### src/rtl/shake_squeeze_stream_pkg.sv
// Shared constants and FSM state type for the SHAKE squeeze engine.
// Optional byte-length mode is selected with SQUEEZE_BYTE_LEN_EN.
package shake_pkg;
  localparam int KECCAK_STATE_W  = 1600;
  localparam int SHAKE256_RATE_W = 1088;
  localparam int SHAKE128_RATE_W = 1344;

  typedef enum logic [1:0] {
    IDLE      = 2'd0,
    EMIT      = 2'd1,
    PERM_WAIT = 2'd2,
    DONE      = 2'd3
  } squeeze_state_t;
endpackage

### src/rtl/shake_squeeze_stream_if.sv
// Output word stream of the SHAKE squeeze engine (valid/ready with last marker).
// out_keep exists only when SQUEEZE_BYTE_LEN_EN is defined.
interface shake_squeeze_stream_if #(parameter int OUT_W = 64);
  logic [OUT_W-1:0] out_data;
  logic             out_valid;
  logic             out_ready;
  logic             out_last;
`ifdef SQUEEZE_BYTE_LEN_EN
  logic [OUT_W/8-1:0] out_keep;

  modport master (output out_data, out_valid, out_last, out_keep, input out_ready);
  modport slave  (input out_data, out_valid, out_last, out_keep, output out_ready);
`else
  modport master (output out_data, out_valid, out_last, input out_ready);
  modport slave  (input out_data, out_valid, out_last, output out_ready);
`endif
endinterface

### src/rtl/shake_rate_shreg.sv
// Rate-portion holding register: parallel load of a permuted block, shift right by one word.
module shake_rate_shreg #(
  parameter int RATE_W = 1088,
  parameter int OUT_W  = 64
) (
  input  logic              clk,
  input  logic              rst_n,
  input  logic              i_load,
  input  logic [RATE_W-1:0] i_data,
  input  logic              i_shift,
  output logic [OUT_W-1:0]  o_word
);
  logic [RATE_W-1:0] r_rate;

  always_ff @(posedge clk or negedge rst_n) begin
    if (!rst_n) begin
      r_rate <= '0;
    end else if (i_load) begin
      r_rate <= i_data;
    end else if (i_shift) begin
      r_rate <= {{OUT_W{1'b0}}, r_rate[RATE_W-1:OUT_W]};
    end
  end

  assign o_word = r_rate[OUT_W-1:0];
endmodule

### src/rtl/shake_squeeze_stream.sv
// SHAKE squeeze engine: streams XOF output words, requesting a permutation per exhausted block.
// Define SQUEEZE_BYTE_LEN_EN to take out_len in bytes and drive out_keep on the final word.
module shake_squeeze_stream
  import shake_pkg::*;
#(
  parameter int STATE_W = 1600,
  parameter int RATE_W  = 1088,
  parameter int OUT_W   = 64,
  parameter int LEN_W   = 16
) (
  input  logic               clk,
  input  logic               rst_n,
  input  logic               start,
  input  logic [LEN_W-1:0]   out_len,
  input  logic [STATE_W-1:0] state_in,
  output logic               perm_req,
  input  logic               perm_done,
  output logic               busy,
  output logic               squeeze_done,
  shake_squeeze_stream_if.master out_if
);
  localparam int WPB   = RATE_W / OUT_W;
  localparam int IDX_W = (WPB > 1) ? $clog2(WPB) : 1;
  localparam int BYTES = OUT_W / 8;

  if (STATE_W != KECCAK_STATE_W) begin : g_err_state
    $error("shake_squeeze_stream: STATE_W must be 1600");
  end
  if ((RATE_W % OUT_W) != 0) begin : g_err_rate
    $error("shake_squeeze_stream: RATE_W must be a multiple of OUT_W");
  end
  if ((OUT_W % 8) != 0) begin : g_err_out
    $error("shake_squeeze_stream: OUT_W must be a multiple of 8");
  end

  squeeze_state_t   r_state, w_state_nxt;
  logic [LEN_W-1:0] r_rem;
  logic [IDX_W-1:0] r_idx;
  logic [LEN_W-1:0] w_len_words;
  logic [OUT_W-1:0] w_word;
  logic             w_xfer, w_load, w_blk_end, w_last;
  logic             w_unused_hi;

  assign w_unused_hi = ^state_in[STATE_W-1:RATE_W];
  assign w_xfer      = (r_state == EMIT) && out_if.out_ready;
  assign w_load      = ((r_state == IDLE) && start) || ((r_state == PERM_WAIT) && perm_done);
  assign w_blk_end   = (r_idx == IDX_W'(WPB - 1));
  assign w_last      = (r_rem == LEN_W'(1));

`ifdef SQUEEZE_BYTE_LEN_EN
  logic [LEN_W:0]     w_len_ext;
  logic [LEN_W-1:0]   w_rem_bytes;
  logic [BYTES-1:0]   w_keep_last, r_keep_last;
  assign w_len_ext   = ({1'b0, out_len} + (LEN_W+1)'(BYTES - 1)) / (LEN_W+1)'(BYTES);
  assign w_len_words = LEN_W'(w_len_ext);
  assign w_rem_bytes = out_len % LEN_W'(BYTES);
  always_comb begin
    w_keep_last = '0;
    for (int b = 0; b < BYTES; b++)
      w_keep_last[b] = (w_rem_bytes == '0) || (LEN_W'(b) < w_rem_bytes);
  end
`else
  assign w_len_words = out_len;
`endif

  shake_rate_shreg #(.RATE_W(RATE_W), .OUT_W(OUT_W)) u_shreg (
    .clk     (clk),
    .rst_n   (rst_n),
    .i_load  (w_load),
    .i_data  (state_in[RATE_W-1:0]),
    .i_shift (w_xfer),
    .o_word  (w_word)
  );

  always_ff @(posedge clk or negedge rst_n) begin
    if (!rst_n) r_state <= IDLE;
    else        r_state <= w_state_nxt;
  end

  always_comb begin
    w_state_nxt = r_state;
    case (r_state)
      IDLE:      if (start) w_state_nxt = (w_len_words == '0) ? DONE : EMIT;
      EMIT:      if (w_xfer) begin
                   if (w_last)         w_state_nxt = DONE;
                   else if (w_blk_end) w_state_nxt = PERM_WAIT;
                 end
      PERM_WAIT: if (perm_done) w_state_nxt = EMIT;
      DONE:      w_state_nxt = IDLE;
      default:   w_state_nxt = IDLE;
    endcase
  end

  always_ff @(posedge clk or negedge rst_n) begin
    if (!rst_n) begin
      r_rem <= '0;
      r_idx <= '0;
`ifdef SQUEEZE_BYTE_LEN_EN
      r_keep_last <= '0;
`endif
    end else if ((r_state == IDLE) && start) begin
      r_rem <= w_len_words;
      r_idx <= '0;
`ifdef SQUEEZE_BYTE_LEN_EN
      r_keep_last <= w_keep_last;
`endif
    end else if (w_xfer) begin
      r_rem <= r_rem - LEN_W'(1);
      r_idx <= w_blk_end ? '0 : r_idx + IDX_W'(1);
    end
  end

  always_comb begin
    out_if.out_valid = (r_state == EMIT);
    out_if.out_last  = (r_state == EMIT) && w_last;
    out_if.out_data  = (r_state == EMIT) ? w_word : '0;
    perm_req         = (r_state == PERM_WAIT);
    busy             = (r_state != IDLE);
    squeeze_done     = (r_state == DONE);
`ifdef SQUEEZE_BYTE_LEN_EN
    out_if.out_keep = '0;
    if (r_state == EMIT) begin
      out_if.out_keep = w_last ? r_keep_last : '1;
      for (int b = 0; b < BYTES; b++)
        if (!out_if.out_keep[b]) out_if.out_data[b*8 +: 8] = 8'h00;
    end
`endif
  end
endmodule

### src/flat_wrapper.sv
// flat-port wrapper written by rule: the top's interface ports become plain ports
module shake_squeeze_stream_flat import shake_pkg::*;
#(
  parameter int STATE_W = 1600,
  parameter int RATE_W  = 1088,
  parameter int OUT_W   = 64,
  parameter int LEN_W   = 16
)
  (clk, rst_n, start, out_len, state_in, perm_req, perm_done, busy, squeeze_done, out_if_out_data, out_if_out_valid, out_if_out_last, out_if_out_ready);
  shake_squeeze_stream_if #(.OUT_W(OUT_W)) out_if_i ();
  input  logic clk;
  input  logic rst_n;
  input  logic start;
  input  logic [LEN_W-1:0] out_len;
  input  logic [STATE_W-1:0] state_in;
  output logic perm_req;
  input  logic perm_done;
  output logic busy;
  output logic squeeze_done;
  output wire logic [$bits(out_if_i.out_data)-1:0] out_if_out_data;
  output wire logic [$bits(out_if_i.out_valid)-1:0] out_if_out_valid;
  output wire logic [$bits(out_if_i.out_last)-1:0] out_if_out_last;
  input wire logic [$bits(out_if_i.out_ready)-1:0] out_if_out_ready;
  assign out_if_out_data = out_if_i.out_data;
  assign out_if_out_valid = out_if_i.out_valid;
  assign out_if_out_last = out_if_i.out_last;
  assign out_if_i.out_ready = out_if_out_ready;
  shake_squeeze_stream #(.STATE_W(STATE_W), .RATE_W(RATE_W), .OUT_W(OUT_W), .LEN_W(LEN_W)) u_core (.clk(clk), .rst_n(rst_n), .start(start), .out_len(out_len), .state_in(state_in), .perm_req(perm_req), .perm_done(perm_done), .busy(busy), .squeeze_done(squeeze_done), .out_if(out_if_i));
endmodule
### config.mk
export PLATFORM = sky130hd
export DESIGN_NAME = shake_squeeze_stream_flat
export DESIGN_NICKNAME = d
export VERILOG_FILES = /design/src/rtl/shake_squeeze_stream_pkg.sv /design/src/rtl/shake_squeeze_stream_if.sv /design/src/rtl/shake_rate_shreg.sv /design/src/rtl/shake_squeeze_stream.sv /design/src/flat_wrapper.sv
export SDC_FILE = /design/constraint.sdc
export NUM_CORES = 2
export LEC_CHECK = 0
export CAP_MARGIN = 15
export CORE_AREA = 5 5 658 660
export CTS_BUF_LIST = sky130_fd_sc_hd__clkbuf_4
export CTS_CLUSTER_DIAMETER = 80
export DETAILED_ROUTE_END_ITERATION = 7
export DIE_AREA = 0 0 663 665
export MAX_ROUTING_LAYER = met4
export SETUP_SLACK_MARGIN = 0.5
export SLEW_MARGIN = 10
export SYNTH_ARGS = -nofsm -noshare
export SYNTH_HDL_FRONTEND = slang
export SYNTH_SLANG_ARGS = --single-unit
### constraint.sdc
create_clock -name clk -period 1.9 [get_ports clk]
set_clock_uncertainty 0.1 [all_clocks]
set_input_delay 0.38 -clock clk [delete_from_list [all_inputs] [get_ports clk]]
set_output_delay 0.38 -clock clk [all_outputs]
set_load 0.1 [all_outputs]
# After elaboration in Yosys (flattened, before gate mapping)
# Cells that the tools add are included.
[word_totals] ff_bits=1111 memories=0 elab_cells=41 mem_bits_ro=0 ram_bits=0 in_bits=1621 latch_bits=0 output_inout_bits=69
[classes] n_shift=0 n_eq_ne=9 addsub=2 bitwise_logic=0 order_cmp=0 muxes=15 div=0 n_mul=0 n_reduce_logical=11
[ops] cell="$mux 1088" n=2
[ops] cell="$mux 64" n=1
[ops] cell="$mux 16" n=2
[ops] cell="$eq 16x1->1 const B" n=1
[ops] cell="$logic_not 16->1" n=1
[ops] cell="$sub 16x1->16 const B" n=1
[ops] cell="$mux 5" n=3
[ops] cell="$mux 2" n=6
[ops] cell="$pmux 2 s4" n=1
[ops] cell="$reduce_bool 2->1" n=3
[ops] cell="$add 5x1->5 const B" n=1
[ops] cell="$eq 5x5->1 const B" n=1
[ops] cell="$eq 2x2->1 const B" n=2
[ops] cell="$logic_and 1x1->1" n=4
[ops] cell="$ne 2x1->1 const B" n=2
[ops] cell="$reduce_and 4->1" n=1
[ops] cell="$ne 3x1->1 const B" n=1
[ops] cell="$eq 2x1->1 const B" n=1
[ops] cell="$logic_not 2->1" n=1
[ops] cell="$ne 2x2->1 const B" n=1
[ops] cell="$logic_or 1x1->1" n=1

# Longest topological paths before layout
[logic_depth] depth_word=5 depth_mapped=8 mapped_depth_nobuf=6

# Cells and area by module
# A second synthesis with hierarchy kept.
[unflattened] cells_unflattened=5009 hier_area_um2=51365.5
[by_module_without_submodules] mod="shake_rate_shreg" area_per_inst_um2=49520.0 seq_area_each_um2=27226.1 n_inst=1 cells_each=4779
[by_module_without_submodules] mod="shake_squeeze_stream" area_per_inst_um2=1845.5 seq_area_each_um2=575.6 n_inst=1 cells_each=230

# Least setup slack after synthesis
# OpenSTA, ideal clock, no wires.
[synth_path] path_kind="reg2out" start="register u_core.r_state[1]" end="output out_if_out_data[54]" path_stages_with_launch=5 path_slack_ns=-1.044 arrival_time_ns=2.464 n_path_buf=1 required_ns=1.420 path_cell_list="dfrtp_1 -> nand2b_1 -> inv_1 -> clkbuf_1 -> and2_1"
[synth_via] elab_chain_cells=2
[synth_rtl] element="start: declaration" line_no="shake_squeeze_stream.sv:36" source="squeeze_state_t r_state, w_state_nxt;"
[synth_rtl] element="start signal: assignment" line_no="shake_squeeze_stream.sv:77" source="else r_state <= w_state_nxt;"
[synth_rtl] element="$eq 2x1->1"
[synth_rtl] element="net out_if_out_valid" line_no="flat_wrapper.sv:21" source="output wire logic [$bits(out_if_i.out_valid)-1:0] out_if_out_valid;"
[synth_rtl] element="$mux 64" line_no="shake_squeeze_stream.sv:116" source="out_if.out_data = (r_state == EMIT) ? w_word : '0;"
[synth_rtl] element="end: declaration" line_no="flat_wrapper.sv:20" source="output wire logic [$bits(out_if_i.out_data)-1:0] out_if_out_data;"
# The timed path passes the listed nets, and every way through them passes these cells.

# Final worst setup path
[layout_path] start="register u_core.r_state[1]" end="output out_if_out_data[7]"
[layout_via] elab_chain_cells=2
[layout_rtl] element="$eq 2x1->1" line_no="shake_squeeze_stream.sv:116"
[layout_rtl] element="$mux 64" line_no="shake_squeeze_stream.sv:116"
# No other way between the ends.

==> out/qor.csv <==
stage,metric,value,unit
synth,"Seq/Total Area, Yosys",57.3,%
floorplan,Die Wd,663,microns
power_and_ir_drop,Pint,81500,uW
global_route,global-route wire length before repair,469000,microns
layout,# nets final,10600,
synth,Post-Syn Instances,5445,
synth,Post-synth EDFFs,0,
global_route,largest net degree at the start of global routing,62,
hold_path,Hold Crit Class,in -> reg,
worst_setup_path,r2r endpoint,u_core.u_shreg.r_rate[789],
timing,hold slack final,228,ps
placed_design,Inst Count DP,12400,
timing,worst setup margin,-1490,ps
worst_setup_path,Worst R2R Setup Slack,-840,ps
layout,Area growth syn-to-layout,107,%
power_and_ir_drop,Sw Ratio,44.7,%
synth,Main synth FF type,dfrtp_1,
synth,Mapped Area,48500,sq um
layout,"commonest non-fill, non-tap cell in the layout",nand2_1,
synth,Synth cell types,51,
power_and_ir_drop,Combinational Power Share,50.1,%
floorplan,Core ar.,426000,sq um
synth,Synth area leaders,"dfrtp_1 57%, nand2_1 16%, a22oi_1 8.0%",
timing,final hold vios,0,
clock_network,worst-skew pair later-pin latency,1330,ps
detailed_routing,via count,61300,
floorplan,die height,665,microns
power_and_ir_drop,clock power share,16.6,%
placed_design,gpl congestion,0.910,
synth,"FF+latch count, synth",1111,
layout,"commonest cells after routing, fill and taps aside","2,015 x nand2_1, 1,764 x dlygate4sd3_1, 1,110 x dfrtp_1",
run_status,failing checks,negative setup slack,
synth,Synth Net Count,7070,
worst_setup_path,Worst Setup SP,u_core.r_state[1],
placed_design,DP HPWL,247000,microns
global_route,GRT Util Overall,15.3,%
global_route,vias in the first global route,60800,
power_and_ir_drop,sw power,65800,uW
layout,Final Util,23.6,%
worst_setup_path,startpoint class of the critical path,register,
clock_network,CTS Root Cell,clkbuf_4,
floorplan,Site Rows,240,
floorplan,initial core utilization,11.4,%
placed_design,Port Buffers,1177,
power_and_ir_drop,Worst VDD drop,723,uV
worst_setup_path,FF-to-FF path depth,11,
placed_design,area of placed instances,71200,sq um
floorplan,Ports,1690,
synth,Synth area leader,dfrtp_1,
worst_setup_path,Worst EP arrival,2910,ps
clock_network,CTS Buf Count,326,
layout,share of cells above drive strength 1,18.5,%
global_route,initial antenna violation count,237,
clock_network,clock sink count,1111,
layout,Final Instance Area,100000,sq um
layout,fill count,44300,
worst_setup_path,r2r startpoint,u_core.r_state[1],
clock_network,CTS Buffer Depth,4,
timing,fin. max-slew vios,0,
power_and_ir_drop,part of the power in registers,33.3,%
synth,top cell type's share of synthesized area,57.3,%
synth,yosys warns,0,
timing,fin crit share,178,%
clock_network,CTS tree,done,
layout,post-route insts no fill,15100,
timing,highest clock rate,295,MHz
detailed_routing,post-route ant nets,0,
clock_network,H-Tree Depth,5,
worst_setup_path,Setup Crit Path Kind,reg -> out,
worst_setup_path,Worst Setup End Kind,output pin,
synth,asr flop ratio synth,100,%
detailed_routing,Vias/cell,4.06,
timing,# setup viols final,1182,
detailed_routing,First DRT Iteration DRCs,6082,
worst_setup_path,Worst Path Required,1420,ps
global_route,grt ovf,0,
run_status,run status,"finished, violations left",
job,maxcap violations,0,
timing,Slew @ Worst Pin,871,ps
synth,Post-Syn Area per Cell,8.91,sq um
detailed_routing,drt wl/cell,24.4,microns
timing,Final min period,3390,ps
clock_network,clock-pin slew on the worst setup and hold paths,90,ps
worst_setup_path,"critical path fanouts, max",4,
floorplan,DIE AREA,441000,sq um
timing,relative slew slack,41.7,%
power_and_ir_drop,PD cells,1470,nW/um^2
power_and_ir_drop,Pwr Total,147000,uW
worst_setup_path,CP endpoint,out_if_out_data[7],
detailed_routing,drt total wl,368000,microns
timing,RSZ-0062 raised after global routing,true,
detailed_routing,DRC,0,
detailed_routing,DRT Pass-1 Iters,6,
power_and_ir_drop,Leak Pwr,0.0429,uW
## power groups by stage
stage	Combinational, uW	Clock, uW	Sequential (uW)
2_1_floorplan	33200	0	40500
5_1_grt	78500	26200	50000
4_1_cts	63400	24700	48100
3_5_place_dp	54200	0	48300
6_report	73900	24400	49000
3_3_place_gp	53500	0	48100
## cell usage after synthesis, drive strengths merged, types with 2 or more instances
library cell  number
nand2           2072
nor2b              2
nor3               6
buf              277
and2              65
nor2             584
or2                2
nor3b              3
a31oi            451
o211ai             6
o21ai             11
a221o              4
nand4              2
or3                3
a21oi              7
a22oi            514
ha                 4
nand3             69
clkbuf           149
dfrtp           1111
nor4               7
o22ai             61
inv                7
or4                4
o311ai             4
and3               2
## metal layers
metal / vias to the layer above / track usage (%) / part of all wire [%]
li1: 26000 / - / -
met1: 29400 / 17.6 / 38
met2: 4319 / 25.1 / 47
met3: 1587 / 3.00 / 7.5
met4: 0 / 8.00 / 7.8
met5: - / - / 0
## registers in the layout, indices dropped and copies added (netlist names)
name	count
u_core.r_idx	5
u_core.r_rem	16
u_core.r_state	2
u_core.u_shreg.r_rate	1088
## logic make-up (layout without fill, tap and decap cells)
group,Yosys count,in the layout,share of synthesized area (%)
AOI/OAI and AO/OA,1065,1065,15.1
xor gates and xnor gates,2,2,0.0361
adders and majority gates,4,4,0.103
buffers and inverters,433,4226,4.73
DFF,1111,1111,57.3
muxes,1,1,0.0464
other,0,174,0
and+or+nand+nor,2829,2829,22.7
## through the flow
step,setup TNS [ps],worst slack [ps]
final,-630490,-1490
after global routing,-774950,-1740
after detailed placement,-589760,-712
after floorplan,-94.1,-94.1
after CTS,-589160,-1780
after global placement,-577880,-677
## critical path, stage by stage (launching register included)
cell and delay [ps]:
dfrtp_1 400, buf_6 120, nand2b_4 160, clkinv_8 70, buf_12 130, clkbuf_16 190
clkbuf_16 150, and2_4 160, buf_12 170
## worst min path at each step
stage | slack, ps | endpoint | from | cells past startpoint
3_5_place_dp | 200 | u_core.u_shreg.r_rate[46] | rst_n | 1
5_1_grt | 60 | u_core.u_shreg.r_rate[399] | state_in[399] | 4
2_1_floorplan | -20 | u_core.r_idx[0] | rst_n | 0
3_3_place_gp | 210 | u_core.u_shreg.r_rate[46] | rst_n | 1
4_1_cts | 0.2 | u_core.u_shreg.r_rate[789] | state_in[789] | 4
6_report | 230 | u_core.u_shreg.r_rate[800] | state_in[800] | 4
## layout make-up
cell class              count  area [sq um]  area share, %
diodes                    174           435          0.434
clock buffers             480          3600           3.59
clock inverters            85           582          0.580
inverters                   7          38.8         0.0386
multi-input cells        3901         20500           20.4
flip-flops and latches   1111         27800           27.7
well taps                5687          7120           7.09
repair buffers           3654         40300           40.1
## repair_timing
action	4_1_cts	5_1_grt
pin swaps	23	187
cloned	38	80
endpoints found under the hold margin	2221	13
resized for setup	147	539
hold buffers	1751	13
buffers inserted	38	58
setup endpoints to repair	1180	1196
(Power assumes the default switching activity.)
